===== config.mk =====
export PLATFORM = sky130hd
export DESIGN_NAME = tvm_windowed_buffer
export DESIGN_NICKNAME = d
export VERILOG_FILES = /design/src/rtl/tvm_windowed_buffer_pkg.sv /design/src/rtl/tvm_buffer_ram.sv /design/src/rtl/tvm_windowed_buffer.sv
export SDC_FILE = /design/constraint.sdc
export NUM_CORES = 1
export LEC_CHECK = 0
export CAP_MARGIN = 15
export CORE_AREA = 2 2 147 149
export CTS_CLUSTER_DIAMETER = 200
export DETAILED_ROUTE_END_ITERATION = 8
export DIE_AREA = 0 0 149 151
export HOLD_SLACK_MARGIN = 0.12
export PLACE_DENSITY = 0.72
export SLEW_MARGIN = 30
export SYNTH_ARGS = -nofsm -noshare
export SYNTH_HDL_FRONTEND = slang
export SYNTH_SLANG_ARGS = --single-unit

===== constraint.sdc =====
create_clock -name clk -period 3.4 [get_ports clk]
set_input_delay 0.68 -clock clk [delete_from_list [all_inputs] [get_ports clk]]
set_output_delay 0.68 -clock clk [all_outputs]
set_load 0.005 [all_outputs]

===== src/rtl/tvm_windowed_buffer_pkg.sv =====
// Shared defaults and helpers for the windowed circular buffer and its RAM.
package tvm_windowed_buffer_pkg;

  localparam int unsigned DEF_DATA_WIDTH = 8;
  localparam int unsigned DEF_DEPTH      = 32;
  localparam int unsigned DEF_CNTR_WIDTH = 6;

  // Pointer width for a DEPTH-entry store; never narrower than one bit.
  function automatic int unsigned ptr_width(input int unsigned depth);
    return (depth > 1) ? $clog2(depth) : 1;
  endfunction

endpackage


===== src/rtl/tvm_buffer_ram.sv =====
// Simple dual-port RAM: one write port, one registered read port that holds when idle.
module tvm_buffer_ram
  import tvm_windowed_buffer_pkg::*;
#(
  parameter int unsigned DATA_WIDTH = DEF_DATA_WIDTH,
  parameter int unsigned DEPTH      = DEF_DEPTH,
  parameter int unsigned ADDR_WIDTH = ptr_width(DEPTH)
) (
  input  logic                  clk,
  input  logic                  rst,
  input  logic                  we_i,
  input  logic [ADDR_WIDTH-1:0] waddr_i,
  input  logic [DATA_WIDTH-1:0] wdata_i,
  input  logic                  re_i,
  input  logic [ADDR_WIDTH-1:0] raddr_i,
  output logic [DATA_WIDTH-1:0] rdata_o
);

  logic [DATA_WIDTH-1:0] mem_q [DEPTH];
  logic [DATA_WIDTH-1:0] rdata_q;

  always_ff @(posedge clk) begin
    if (we_i) begin
      mem_q[waddr_i] <= wdata_i;
    end
  end

  // Read samples the pre-write contents, so a same-slot write/read returns old data.
  always_ff @(posedge clk) begin
    if (rst) begin
      rdata_q <= '0;
    end else if (re_i) begin
      rdata_q <= mem_q[raddr_i];
    end
  end

  assign rdata_o = rdata_q;

endmodule


===== src/rtl/tvm_windowed_buffer.sv =====
// Circular buffer with windowed random-access read/write ports and independent advances.
module tvm_windowed_buffer
  import tvm_windowed_buffer_pkg::*;
#(
  parameter int unsigned DATA_WIDTH    = DEF_DATA_WIDTH,
  parameter int unsigned DEPTH         = DEF_DEPTH,
  parameter int unsigned CNTR_WIDTH    = DEF_CNTR_WIDTH,
  parameter int unsigned RD_WINDOW     = 1,
  parameter int unsigned RD_ADVANCE    = 1,
  parameter int unsigned RD_ADDR_WIDTH = 1,
  parameter int unsigned WR_WINDOW     = 1,
  parameter int unsigned WR_ADVANCE    = 1,
  parameter int unsigned WR_ADDR_WIDTH = 1
) (
  input  logic                     clk,
  input  logic                     rst,
  input  logic                     read_advance,
  input  logic [RD_ADDR_WIDTH-1:0] read_addr,
  input  logic                     read_ready,
  output logic                     read_valid,
  output logic [DATA_WIDTH-1:0]    read_data,
  input  logic                     write_advance,
  input  logic [WR_ADDR_WIDTH-1:0] write_addr,
  output logic                     write_ready,
  input  logic                     write_valid,
  input  logic [DATA_WIDTH-1:0]    write_data,
  output logic [CNTR_WIDTH-1:0]    status_counter
);

  localparam int unsigned PTR_W = ptr_width(DEPTH);

  localparam logic [PTR_W:0]        DEPTH_P   = (PTR_W+1)'(DEPTH);
  localparam logic [PTR_W-1:0]      RD_STEP_P = PTR_W'(RD_ADVANCE % DEPTH);
  localparam logic [PTR_W-1:0]      WR_STEP_P = PTR_W'(WR_ADVANCE % DEPTH);
  localparam logic [CNTR_WIDTH-1:0] DEPTH_C   = CNTR_WIDTH'(DEPTH);
  localparam logic [CNTR_WIDTH-1:0] RD_WIN_C  = CNTR_WIDTH'(RD_WINDOW);
  localparam logic [CNTR_WIDTH-1:0] WR_WIN_C  = CNTR_WIDTH'(WR_WINDOW);
  localparam logic [CNTR_WIDTH-1:0] RD_ADV_C  = CNTR_WIDTH'(RD_ADVANCE);
  localparam logic [CNTR_WIDTH-1:0] WR_ADV_C  = CNTR_WIDTH'(WR_ADVANCE);

  logic [PTR_W-1:0]      rd_ptr_q, rd_ptr_d;
  logic [PTR_W-1:0]      wr_ptr_q, wr_ptr_d;
  logic [CNTR_WIDTH-1:0] count_q, count_d;

  logic             rd_fire, wr_fire, rd_adv, wr_adv;
  logic [PTR_W-1:0] rd_addr, wr_addr;

  // Modular add that works for non-power-of-two DEPTH; operands are already < DEPTH.
  function automatic logic [PTR_W-1:0] wrap_add(input logic [PTR_W-1:0] base,
                                                input logic [PTR_W-1:0] off);
    logic [PTR_W:0] sum;
    sum = {1'b0, base} + {1'b0, off};
    if (sum >= DEPTH_P) begin
      sum = sum - DEPTH_P;
    end
    return sum[PTR_W-1:0];
  endfunction

  assign read_valid     = (count_q >= RD_WIN_C);
  assign write_ready    = ((DEPTH_C - count_q) >= WR_WIN_C);
  assign status_counter = count_q;

  always_comb begin
    rd_fire  = read_ready    && read_valid;
    wr_fire  = write_valid   && write_ready;
    rd_adv   = read_advance  && read_valid;
    wr_adv   = write_advance && write_ready;
    rd_addr  = wrap_add(rd_ptr_q, PTR_W'(read_addr));
    wr_addr  = wrap_add(wr_ptr_q, PTR_W'(write_addr));
    rd_ptr_d = rd_adv ? wrap_add(rd_ptr_q, RD_STEP_P) : rd_ptr_q;
    wr_ptr_d = wr_adv ? wrap_add(wr_ptr_q, WR_STEP_P) : wr_ptr_q;
    count_d  = count_q + (wr_adv ? WR_ADV_C : '0) - (rd_adv ? RD_ADV_C : '0);
  end

  always_ff @(posedge clk) begin
    if (rst) begin
      rd_ptr_q <= '0;
      wr_ptr_q <= '0;
      count_q  <= '0;
    end else begin
      rd_ptr_q <= rd_ptr_d;
      wr_ptr_q <= wr_ptr_d;
      count_q  <= count_d;
    end
  end

  tvm_buffer_ram #(
    .DATA_WIDTH (DATA_WIDTH),
    .DEPTH      (DEPTH),
    .ADDR_WIDTH (PTR_W)
  ) u_ram (
    .clk     (clk),
    .rst     (rst),
    .we_i    (wr_fire),
    .waddr_i (wr_addr),
    .wdata_i (write_data),
    .re_i    (rd_fire),
    .raddr_i (rd_addr),
    .rdata_o (read_data)
  );

endmodule


==> metrics.md <==
| Metric | Value |
|---|---|
| Outcome | `completed` |
| Yosys warns | `0` |
| Drt via density | `5.95` |
| Peak Freq | `325 MHz` |
| GR Util All Layers | `0.219` |
| # setup viols final | `0` |
| Worst Tran Pin Value | `0.823 ns` |
| DR iter-0 viols | `643` |
| Setup TNS | `0 ns` |
| Initial antenna violation count | `0` |
| Post-synth EDFFs | `256` |
| Startpoint Class | `flip-flop` |
| Uppermost layer routed | `met4` |
| Async set-reset flop share out of synthesis | `0` |
| Hold Path Stages | `2` |
| Max-Cap Viols | `0` |
| Final period util | `0.906` |
| Drt drc | `0` |
| First-pass GRT wire length | `36100 µm` |
| RSZ-0062 raised after global routing | `false` |
| I/O Pins | `32` |
| Port bufs | `31` |
| Mean Syn Cell Area | `18.3 µm²` |
| Post-Syn Nets | `659` |
| Fillers | `1436` |
| Fin util | `0.640` |
| Net Sw Power | `2770 µW` |
| Crit end category | `output pin` |
| Post-Synthesis Cells | `624` |
| Min-Delay Path Class | `reg -> reg` |
| Reg2Reg Depth | `14` |
| H-tree depth | `1` |
| Total CTS buffers | `28` |
| Final Instance Count excl. Fillers | `1008` |
| Clock group share of total power | `0.316` |
| Sequential fraction of the synthesis area | `0.717` |
| Leak Pwr | `0.00445 µW` |
| Main synth FF type | `edfxtp_1` |
| Starting Density | `0.547` |
| Worst slew margin | `0.449` |
| WP data required | `2.72 ns` |
| Largest net degree at the start of global routing | `33` |
| M1 WL | `9730 µm` |
| Num rows | `53` |
| Drt first pass iters | `5` |
| Final nets | `746` |
| Layout area overhead | `17.0%` |
| Post-Syn Area | `0.0114 mm²` |
| Critical path data arrival time | `2.40 ns` |
| Final Slew Violations | `0` |
| Core area | `0.0208 mm²` |
| Cell Pwr Density | `746 mW/mm²` |
| Remaining Overflow, GRT | `0` |
| Die height | `151 µm` |
| Worst Setup Path Type | `reg -> out` |
| Fin crit period | `3.08 ns` |
| Final worst slack | `0.319 ns` |
| Final Skew | `0.0194 ns` |
| DR vias | `5996` |
| Pre-CTS setup slack | `0.126 ns` |
| Root buffer cell | `clkbuf_16` |
| Comb power frac | `0.278` |
| Flop pwr share | `0.406` |
| WL met3 | `1590 µm` |
| Clock Sinks | `280` |
| Die ar. | `0.0225 mm²` |
| Largest cells by area after synthesis | `edfxtp_1, mux4_2, dfxtp_1, ha_1, mux2i_1` |
| Vias in the first global route | `6015` |
| Post_cts resized | `0` |
| # diodes | `0` |
| Layout cells sized above 1 | `0.233` |
| Later-pin clock latency in the skew report | `0.54 ns` |
| Worst ir drop on vdd | `769 µV` |
| DP Wirelength | `15200 µm` |
| Avg WL per Cell | `23.4 µm` |
| Final ANT Viol Nets | `0` |
| TritonCTS clock tree | `yes` |
| Die X | `149 µm` |
| Critical Path Fanout Max | `7` |
| Leading area contributor after synthesis | `edfxtp_1` |
| Met2 wire length | `11800 µm` |
| #FFs+latches synth | `280` |
| P_int | `7180 µW` |
| Hold Buf Count CTS | `0` |
| Synth top area share | `0.674` |
| Postcts setup bufs | `0` |
| Net Sw Frac | `0.278` |
| Gpl congestion | `0.883` |
| Clk buf depth | `3` |
| Drt total wl | `23600 µm` |
| Placed Cells | `956` |
| Clock transition at path regs | `0.06 ns` |
| Hold Vio Cnt, Final | `0` |
| Synth unique cells | `44` |
layout make-up:
class / count / area [µm²] / share of cell area
clock inverters: 21 / 241 / 0.0181
repair buffers: 88 / 788 / 0.0591
clock buffers: 31 / 712 / 0.0534
well taps: 275 / 344 / 0.0258
inverters: 11 / 41.3 / 0.00310
flip-flops and latches: 280 / 8170 / 0.613
multi-input cells: 302 / 3040 / 0.228
Yosys cell counts, types with 2 or more instances:
cell and instances:
edfxtp_1 256, mux4_2 64, nand2_1 51, nor2_1 47, dfxtp_1 24, mux2i_1 20
ha_1 18, a32oi_1 15, clkbuf_1 14, inv_1 11, nand3_1 9, xor2_1 9
a21oi_1 8, a32o_1 7, nand2b_1 7, buf_4 6, xnor2_1 6, buf_1 4
buf_2 4, nand4_1 4, nor2b_1 4, and2_1 3, and3_1 3, buf_6 3
o21ai_0 3, a221o_1 2, and3b_1 2, mux2_2 2, o21bai_1 2, or2_2 2
layer usage:
| layer | GRT usage | up-vias |
|---|---|---|
| met3 | 0.0277 | 43 |
| met5 | 0 | - |
| met1 | 0.312 | 3072 |
| met4 | 0.0505 | 0 |
| li1 | - | 2656 |
| met2 | 0.367 | 225 |
registers in the layout, summed over array words and instances (netlist names):
signal	cells
rd_ptr_q	5
status_counter	6
u_ram.mem_q	256
u_ram.rdata_o	8
wr_ptr_q	5
cell families after synthesis:
group	count (synthesis)	synth area share
XOR/XNOR	17	0.0144
AO/OA/AOI/OAI	42	0.0288
buffers and inverters	42	0.0182
flip-flops	280	0.717
adder cells (fa/ha/maj)	19	0.0215
AND/OR/NAND/NOR	138	0.0545
multiplexers	86	0.146
power groups by stage:
stage | Clock, µW | Sequential, µW | Combinational [µW]
after floorplan | 0 | 4080 | 1820
after global placement | 0 | 4100 | 2710
after detailed placement | 0 | 4110 | 2780
after CTS | 3200 | 4040 | 2800
after global routing | 3330 | 4060 | 2970
final | 3140 | 4040 | 2770
cell usage in the layout (no fill, tap or decap), types with 16 or more instances in the layout:
master	Yosys	final
dfxtp_1	24	24
mux4_2	64	64
nand2_1	51	51
clkdlybuf4s50_1	0	31
clkbuf_16	0	28
ha_1	18	16
nor2_1	47	47
edfxtp_1	256	256
mux2i_1	20	20
buf_4	6	53
critical path, cell delays in order, from the launching register on:
cell and delay, ns:
dfxtp_1 0.41, inv_1 0.13, ha_1 0.25, xnor2_1 0.13, nor4_1 0.19, nand3_1 0.14, buf_4 0.18, clkdlybuf4s50_1 0.44
through the flow:
step                power [µW]  hold slack (ns)  area (µm²)
finish                    9950            0.487       13300
global route             10400            0.488       13300
CTS                      10000            0.480       13300
detailed placement        6900            0.470       12400
global placement          6820            0.455       12400
floorplan                 5900            0.439       11400
path summary, 6_finish.rpt:
kind,endpoint,startpoint,slack (ns)
setup / recovery,write_ready,status_counter[1]$_SDFF_PP0_,0.32
hold / removal,u_ram.rdata_o[6]$_SDFFE_PP0P_,u_ram.rdata_o[6]$_SDFFE_PP0P_,0.49
setup reg to reg,status_counter[4]$_SDFF_PP0_,status_counter[1]$_SDFF_PP0_,0.45
hold reg to reg,u_ram.rdata_o[6]$_SDFFE_PP0P_,u_ram.rdata_o[6]$_SDFFE_PP0P_,0.49
No activity file was read; power rests on OpenSTA's default activity.
